### config.mk
export PLATFORM = sky130hd
export DESIGN_NAME = socket_frame_arbiter
export DESIGN_NICKNAME = d
export VERILOG_FILES = /design/src/rtl/socket_frame_arbiter.sv
export SDC_FILE = /design/constraint.sdc
export NUM_CORES = 1
export LEC_CHECK = 0
export ABC_AREA = 1
export BUFFER_PORTS_ARGS = -buffer_cell sky130_fd_sc_hd__buf_2
export CORE_ASPECT_RATIO = 1.5
export CORE_MARGIN = 2
export CORE_UTILIZATION = 45
export CTS_BUF_LIST = sky130_fd_sc_hd__clkbuf_16
export DETAILED_ROUTE_END_ITERATION = 10
export PLACE_DENSITY = 0.81
export SLEW_MARGIN = 0
export SYNTH_ARGS = -nofsm -noshare
export SYNTH_HDL_FRONTEND = slang
export SYNTH_SLANG_ARGS = --single-unit
### constraint.sdc
create_clock -name clk -period 2 [get_ports clk]
set_clock_uncertainty 0.2 [all_clocks]
set_input_delay 0.4 -clock clk [delete_from_list [all_inputs] [get_ports clk]]
set_output_delay 0.4 -clock clk [all_outputs]
set_load 0.1 [all_outputs]
### src/rtl/socket_frame_arbiter.sv
// ---------------------------------------------------------------------------
// socket_frame_arbiter
//
// Shares one downstream processing module among N_SRC upstream sockets.
// Whole frames of FRAME_LEN words are granted round-robin, so words from
// different sources never interleave downstream. One IDLE bubble cycle
// separates consecutive frames.
//
// Optional feature (compile-time macro ARB_TIMEOUT_EN):
//   When defined, a frame that stalls for TIMEOUT consecutive BURST cycles
//   is aborted: frame_err pulses for one cycle and arbitration resumes after
//   the aborted source. When undefined, frame_err is tied low and a stalled
//   frame waits indefinitely.
//
// Ports:
//   clk        in   system clock
//   rst        in   synchronous reset, active-high
//   in_data    in   N_SRC*DATA_WIDTH upstream words, source i at [i*DATA_WIDTH +: DATA_WIDTH]
//   in_dv      in   N_SRC word-available flags
//   in_rd_en   out  N_SRC pop strobes (combinational, at most one set)
//   out_data   out  DATA_WIDTH word forwarded downstream (registered)
//   out_dv     out  out_data valid, one-cycle pulse per word (registered)
//   out_empty  in   downstream can accept a word this cycle
//   out_src    out  index of the currently granted source
//   busy       out  high while a frame is in progress (state BURST)
//   frame_err  out  one-cycle pulse on frame abort (0 without ARB_TIMEOUT_EN)
// ---------------------------------------------------------------------------
module socket_frame_arbiter #(
    parameter int N_SRC      = 4,
    parameter int DATA_WIDTH = 8,
    parameter int FRAME_LEN  = 16,
    parameter int TIMEOUT    = 64
) (
    input  logic                          clk,
    input  logic                          rst,
    input  logic [N_SRC*DATA_WIDTH-1:0]   in_data,
    input  logic [N_SRC-1:0]              in_dv,
    output logic [N_SRC-1:0]              in_rd_en,
    output logic [DATA_WIDTH-1:0]         out_data,
    output logic                          out_dv,
    input  logic                          out_empty,
    output logic [$clog2(N_SRC)-1:0]      out_src,
    output logic                          busy,
    output logic                          frame_err
);

    localparam int SRC_W = $clog2(N_SRC);
    localparam int CNT_W = $clog2(FRAME_LEN + 1);

    if (N_SRC < 2 || FRAME_LEN < 1 || TIMEOUT < 1) begin : g_bad_params
        $error("socket_frame_arbiter: N_SRC>=2, FRAME_LEN>=1, TIMEOUT>=1 required");
    end

    typedef enum logic {
        IDLE  = 1'b0,
        BURST = 1'b1
    } state_t;

    state_t                  state;
    state_t                  state_next;
    logic [CNT_W-1:0]        count;
    logic [CNT_W-1:0]        count_next;
    logic [SRC_W-1:0]        last_grant;
    logic [SRC_W-1:0]        last_grant_next;
    logic [SRC_W-1:0]        grant_next;
    logic [SRC_W-1:0]        rr_pick;
    logic                    any_req;
    logic                    xfer;
    logic                    abort;
    logic [DATA_WIDTH-1:0]   sel_word;

    // Round-robin pick: scan from last_grant+1 upward with wrap. The loop
    // runs from the farthest candidate to the nearest so the nearest
    // requesting source is the last one written and therefore wins.
    always_comb begin
        int               idx;
        logic [SRC_W-1:0] idx_w;
        rr_pick = '0;
        any_req = 1'b0;
        for (int k = N_SRC; k >= 1; k--) begin
            idx   = (int'(last_grant) + k) % N_SRC;
            idx_w = SRC_W'(idx);
            if (in_dv[idx_w]) begin
                rr_pick = idx_w;
                any_req = 1'b1;
            end
        end
    end

    // Word of the granted source; out_src doubles as the grant register.
    assign sel_word = in_data[int'(out_src)*DATA_WIDTH +: DATA_WIDTH];

    // No pop is issued while reset is asserted, even mid-frame.
    assign xfer = (state == BURST) & in_dv[out_src] & out_empty & ~rst;

    assign busy = (state == BURST);

`ifdef ARB_TIMEOUT_EN
    localparam int STALL_W = $clog2(TIMEOUT + 1);

    logic [STALL_W-1:0] stall_cnt;
    logic [STALL_W-1:0] stall_next;
    logic               stall_hit;

    // Counts consecutive BURST cycles without a transfer.
    assign stall_hit = (state == BURST) & ~xfer &
                       (stall_cnt == STALL_W'(TIMEOUT - 1));

    always_comb begin
        stall_next = '0;
        if (state == BURST && !xfer) begin
            stall_next = stall_cnt + STALL_W'(1);
        end
    end

    always_ff @(posedge clk) begin
        if (rst) begin
            stall_cnt <= '0;
            frame_err <= 1'b0;
        end else begin
            stall_cnt <= stall_next;
            frame_err <= abort;
        end
    end
`else
    logic stall_hit;
    assign stall_hit = 1'b0;
    assign frame_err = 1'b0;
`endif

    // Next-state and pop-strobe logic.
    always_comb begin
        state_next      = state;
        count_next      = count;
        last_grant_next = last_grant;
        grant_next      = out_src;
        in_rd_en        = '0;
        abort           = 1'b0;
        case (state)
            IDLE: begin
                if (any_req) begin
                    grant_next = rr_pick;
                    count_next = '0;
                    state_next = BURST;
                end
            end
            BURST: begin
                in_rd_en[out_src] = xfer;
                if (xfer) begin
                    if (count == CNT_W'(FRAME_LEN - 1)) begin
                        last_grant_next = out_src;
                        count_next      = '0;
                        state_next      = IDLE;
                    end else begin
                        count_next = count + CNT_W'(1);
                    end
                end else if (stall_hit) begin
                    // Abandon the partial frame; words already sent stay sent.
                    abort           = 1'b1;
                    last_grant_next = out_src;
                    count_next      = '0;
                    state_next      = IDLE;
                end
            end
            default: begin
                state_next = IDLE;
            end
        endcase
    end

    // Registered state and output word.
    always_ff @(posedge clk) begin
        if (rst) begin
            state      <= IDLE;
            count      <= '0;
            last_grant <= SRC_W'(N_SRC - 1);
            out_src    <= '0;
            out_data   <= '0;
            out_dv     <= 1'b0;
        end else begin
            state      <= state_next;
            count      <= count_next;
            last_grant <= last_grant_next;
            out_src    <= grant_next;
            out_dv     <= xfer;
            if (xfer) begin
                out_data <= sel_word;
            end
        end
    end

endmodule

==> flow_summary.ini, run 1 <==
[min_path]
hp-class = primary input to flop
hold_depth = 3

[power_and_ir_drop]
p_leak_uw = 0.000975
finalPower_uw = 1100
peakVddDrop_v = 0.000788
p_per_area_mw_per_mm2 = 585

[clock_tree]
hold_buffers = 0
clock_sinks = 19
h-tree-depth = 1
cts_buffers = 3
cts-root-buf = clkbuf_16
path_clk_slew_ps = 50
max-clock-path-buffers = 2
cts_tree = done
worstSkewPairLatency_ps = 250

[sta]
period_share_pct = 103
hold_violations = 0
fin_setup_tns_ps = -140
setup_ws_ps = -65.7
fmax_mhz = 484
rsz0062_at_grt = true
drv_slew = 0
setup-violations-final = 3
fin_hold_ws_ps = 242
fin_crit_ps = 2070

[logic_synthesis]
synthCells = 215
ys_seq_elements = 19
ys_seq_area_share_pct = 29.5
synthArstFlopShare_pct = 0
syn_area_per_cell_um2 = 5.99
syn_area_mm2 = 0.00129
synth-edff-count = 0
ys.warnings.count = 0
synth_fp_nets = 255
synth.distinct_cells = 25
synth_ff_type = dfxtp_1

[setup_path]
start_kind = flop
setup.worst_path.class = flop to output port
critPathArrivalTime_ps = 1470
path_max_fanout = 6
endpoint_kind = output port
reg2reg_depth = 11
crit_required_ps = 1400

[global_route]
grt_overflow = 0
antenna_found_initial = 0
grt_usage_pct = 23.1
grt_pass1_vias = 1428
grt_pass1_wl_mm = 5.78
grt_max_degree = 18

[detailed_routing]
drtIter0Drc = 24
vias = 1537
drc = 0
met1Wirelength_mm = 1.32
wl_met3_um = 129
met2_length_mm = 1.96
wl_per_cell_um = 11.0
ant_nets = 0
dr.max_layer_used = met4
via_per_inst = 4.89
routed_wl_mm = 3.46
firstDrtPassIters = 4

[die]
core-area_mm2 = 0.00271
dieWidth_um = 47.7
die_h_um = 69.5
start_util_pct = 47.6
die_area_mm2 = 0.00331
ios = 56
rows = 23

[final_layout]
antennaDiodeCount = 0
stdcell_count = 314
final_nets = 318
synthToLayoutAreaGrowth_pct = 46.4
drive_gt1_share_pct = 36.1
post-route-util_pct = 69.7

[status]
outcome = finished with violations
violations = setup timing

[placement]
dpl.hpwl_mm = 2.68
placed_cells = 305
port_buffers = 54
gp_congestion = 0.788

[run]
drv_cap = 0
[layer usage]
| layer | vias up | track usage (%) |
|---|---|---|
| met4 | 0 | 8.71 |
| met1 | 683 | 25.7 |
| met2 | 46 | 42.0 |
| met3 | 4 | 1.82 |
| met5 | - | 0 |
| li1 | 804 | - |
[synth_stat cells (2+ instances only)]
cell | n | share of area (%)
nand2_1 | 76 | 22
nand3b_1 | 2 | 1.2
a21oi_1 | 23 | 8.9
nand3_1 | 6 | 2.3
o21ai_0 | 3 | 1.2
and2_4 | 2 | 1.4
inv_1 | 13 | 3.8
o21ai_2 | 2 | 1.4
o211ai_1 | 2 | 1.2
o21ai_1 | 8 | 3.1
nor3_1 | 10 | 3.9
buf_4 | 2 | 1.2
dfxtp_1 | 19 | 30
clkbuf_1 | 4 | 1.2
nor2_1 | 24 | 7.0
buf_2 | 2 | 0.78
nand2_2 | 3 | 1.5
nand2_4 | 3 | 2.6
inv_2 | 5 | 1.5
[report_power, final]
group	internal [µW]	total [µW]	leakage [µW]	switching [µW]
clock	265	394	0.0000423	129
sequential	390	402	0.000156	12.2
combinational	103	306	0.000777	203
total	759	1100	0.000975	344
[state kept, by name (all words and copies together), names as in the netlist]
| signal | flops |
|---|---|
| busy | 1 |
| count | 5 |
| out_src | 2 |
| last_grant | 2 |
| out_dv | 1 |
| out_data | 8 |
[cell type report]
class | count | area (µm²)
clock buffer | 3 | 75.1
clock inverter | 1 | 3.75
fill | 249 | 821
inverter | 19 | 83.8
multi-input combinational | 168 | 841
sequential | 19 | 392
tap | 37 | 46.3
timing repair buffer | 67 | 443
[kinds of logic after synthesis]
logic type | count (synthesis) | synth area share [%]
AO/OA/AOI/OAI | 39 | 16.4
adder cells (fa/ha/maj) | 1 | 0.972
buffers and inverters | 28 | 9.91
flip-flops | 19 | 29.5
other | 1 | 0.291
AND/OR/NAND/NOR | 127 | 42.9
[metrics by stage]
stage          cell area [µm²]  setup WS [ps]
4_1_cts                   1860          -70.8
3_3_place_gp              1750           45.9
5_1_grt                   1880           -128
2_1_floorplan             1360           -503
3_5_place_dp              1750         -0.823
6_report                  1880          -65.7
[repair_timing]
| item | 4_1_cts | 5_1_grt |
|---|---|---|
| buffers inserted | 2 | 3 |
| pin swaps | 6 | 2 |
| endpoints found under the setup margin | 4 | 4 |
| resized for setup | 6 | 1 |
[layout by cell type, fill, tap and decap left out, drive strengths merged, types with 3 or more instances in the layout]
cell type	count
dfxtp	19
nor3	10
nand3	6
a21oi	24
buf	67
clkbuf	3
nor2	25
o21ai	13
inv	20
nand2	82
[worst max-delay path, stage by stage (launching register included)]
cell and delay, ps:
dfxtp_4 380, inv_4 70, nand2_4 50, nor2_2 90, nor2_1 60, o21ai_2 80, nand2_4 120, nor3_4 170
buf_12 200
[path summary, 6_finish.rpt]
path | startpoint | slack [ps] | to
max | out_src[0] | -70 | in_rd_en[2]
min | rst | 240 | out_src[1]
max reg2reg | out_src[0] | 130 | out_data[1]
min reg2reg | count[4] | 240 | count[4]
Note: power is estimated with default switching activity, not from simulation.
==> run 2, diff against run 1 <==
--- a/config.mk
+++ b/config.mk
@@ -12,6 +12,7 @@
 export CORE_UTILIZATION = 45
 export CTS_BUF_LIST = sky130_fd_sc_hd__clkbuf_16
 export DETAILED_ROUTE_END_ITERATION = 10
+export MAX_ROUTING_LAYER = met4
 export PLACE_DENSITY = 0.81
 export SLEW_MARGIN = 0
 export SYNTH_ARGS = -nofsm -noshare
==> run 2 against run 1 <==
The run still ends with setup timing left. Maximum frequency decreased by 0.12%. Total power about the same. Highest routed layer unchanged. First-iteration DRC count unchanged. Sequential share of layout area unchanged. Combinational power about the same. Largest power group unchanged. Die area unchanged. Flip-flop and latch count unchanged. Worst setup slack got worse by 2.6 ps.
==> flow_summary.ini, run 2 (same netlist as run 1, synthesis figures left out) <==
[sta]
drv_slew = 0
period_share_pct = 103
rsz0062_at_grt = true
fin_crit_ps = 2070
fin_hold_ws_ps = 241
hold_violations = 0
setup_ws_ps = -68.3
fin_setup_tns_ps = -141
fmax_mhz = 483
setup-violations-final = 3

[detailed_routing]
drc = 0
ant_nets = 0
via_per_inst = 4.90
firstDrtPassIters = 4
drtIter0Drc = 24
wl_per_cell_um = 11.0
vias = 1538
routed_wl_mm = 3.46

[placement]
gp_congestion = 0.799
place_ws_ps = -0.823
dpl.hpwl_mm = 2.68
port_buffers = 54

[setup_path]
reg2reg_depth = 11
path_cells = inv_4 -> nand2_4 -> nor2_2 -> nor2_1 -> o21ai_2 -> nand2_4 -> nor3_4 -> buf_12
path_max_fanout = 6
critPathArrivalTime_ps = 1470
endpoint_kind = output port
setup.worst_path.class = flop to output port
path_common_cell = nand2_4
cp_slowest_stage_delay_ps = 380
r2r_end = out_data[1]
crit_required_ps = 1400
reg2reg_from = out_src[0]
start_kind = flop
cp-startpoint = out_src[0]
reg2reg_slack_ps = 130
cpMaxStageDelayCell = dfxtp_4

[power_and_ir_drop]
p_per_area_mw_per_mm2 = 585
p_leak_uw = 0.000975
peakVddDrop_v = 0.000789

[clock_tree]
clock_sinks = 19
worstSkewPairLatency_ps = 250
path_clk_slew_ps = 50
cts-root-buf = clkbuf_16
max-clock-path-buffers = 2
cts_tree = done
h-tree-depth = 1
cts_buffers = 3

[final_layout]
drive_gt1_share_pct = 36.1
largest_reg_flops = 8
final_cell_mix = 74 x nand2_1, 49 x buf_2, 22 x a21oi_1
final_common_cell = nand2_1
synthToLayoutAreaGrowth_pct = 46.4
antennaDiodeCount = 0
top_register = out_data
final_nets = 318
largestRegisters = out_data: 8 flops, count: 5 flops
fill_cells = 249

[die]
die_area_mm2 = 0.00331
start_util_pct = 47.6
core-area_mm2 = 0.00271
die_h_um = 69.5
ios = 56
dieWidth_um = 47.7
rows = 23

[min_path]
min_from = rst
holdPathEnd = out_src[1]
hp-class = primary input to flop
hold_depth = 3

[global_route]
grt_overflow = 0
grt_max_degree = 18
grt_pass1_vias = 1418
grt_pass1_wl_mm = 5.84
antenna_found_initial = 0
grt_usage_pct = 23.9

[run]
drv_cap = 0

[status]
violations = setup timing
outcome = finished with violations
[run 2: stage by stage]
stage	utilization, %	total power (µW)	instance area [µm²]	std cells
after floorplan	-	618	1360	215
after global placement	64.7	696	1750	305
after global routing	69.7	1150	1880	314
after detailed placement	64.7	701	1750	305
final	69.7	1100	1880	314
after CTS	68.8	1110	1860	311
[run 2: worst max-delay path by stage]
stage,to,cells past startpoint
after CTS,in_rd_en[2],8
after detailed placement,in_rd_en[2],8
after global placement,in_rd_en[2],8
final,in_rd_en[2],8
after floorplan,in_rd_en[2],7
after global routing,in_rd_en[3],8
[run 2: critical path, delay by kind of cell, from the launching register on]
family | cells | cell delay, ps
AO/OA/AOI/OAI | 1 | 80
buffers and inverters | 2 | 270
flip-flops | 1 | 380
AND/OR/NAND/NOR | 5 | 500
[run 2: area by class of cell]
class | instances | area [µm²] | area share, %
tap | 37 | 46.3 | 2.46
inverter | 19 | 83.8 | 4.45
sequential | 19 | 392 | 20.8
clock buffer | 3 | 75.1 | 3.98
multi-input combinational | 168 | 841 | 44.6
timing repair buffer | 67 | 443 | 23.5
clock inverter | 1 | 3.75 | 0.199
[run 2: timing repair]
item                                    CTS  global route
resized for setup                         6             1
pin swaps                                 6             2
hold buffers                              0             0
buffers inserted                          2             3
endpoints found under the setup margin    4             4
[run 2: report_power, final]
group | leakage (µW) | internal [µW] | switching, µW
logic | 0.000777 | 103 | 203
registers | 0.000156 | 390 | 12.2
clock network | 0.0000423 | 265 | 129
[run 2: routing by layer]
layer	up-vias	global-route usage (%)	share of wire (%)
met2	46	42.6	57
met3	4	2.34	3.6
met5	-	-	0
met4	0	7.51	1.5
li1	805	-	-
met1	683	26.0	38
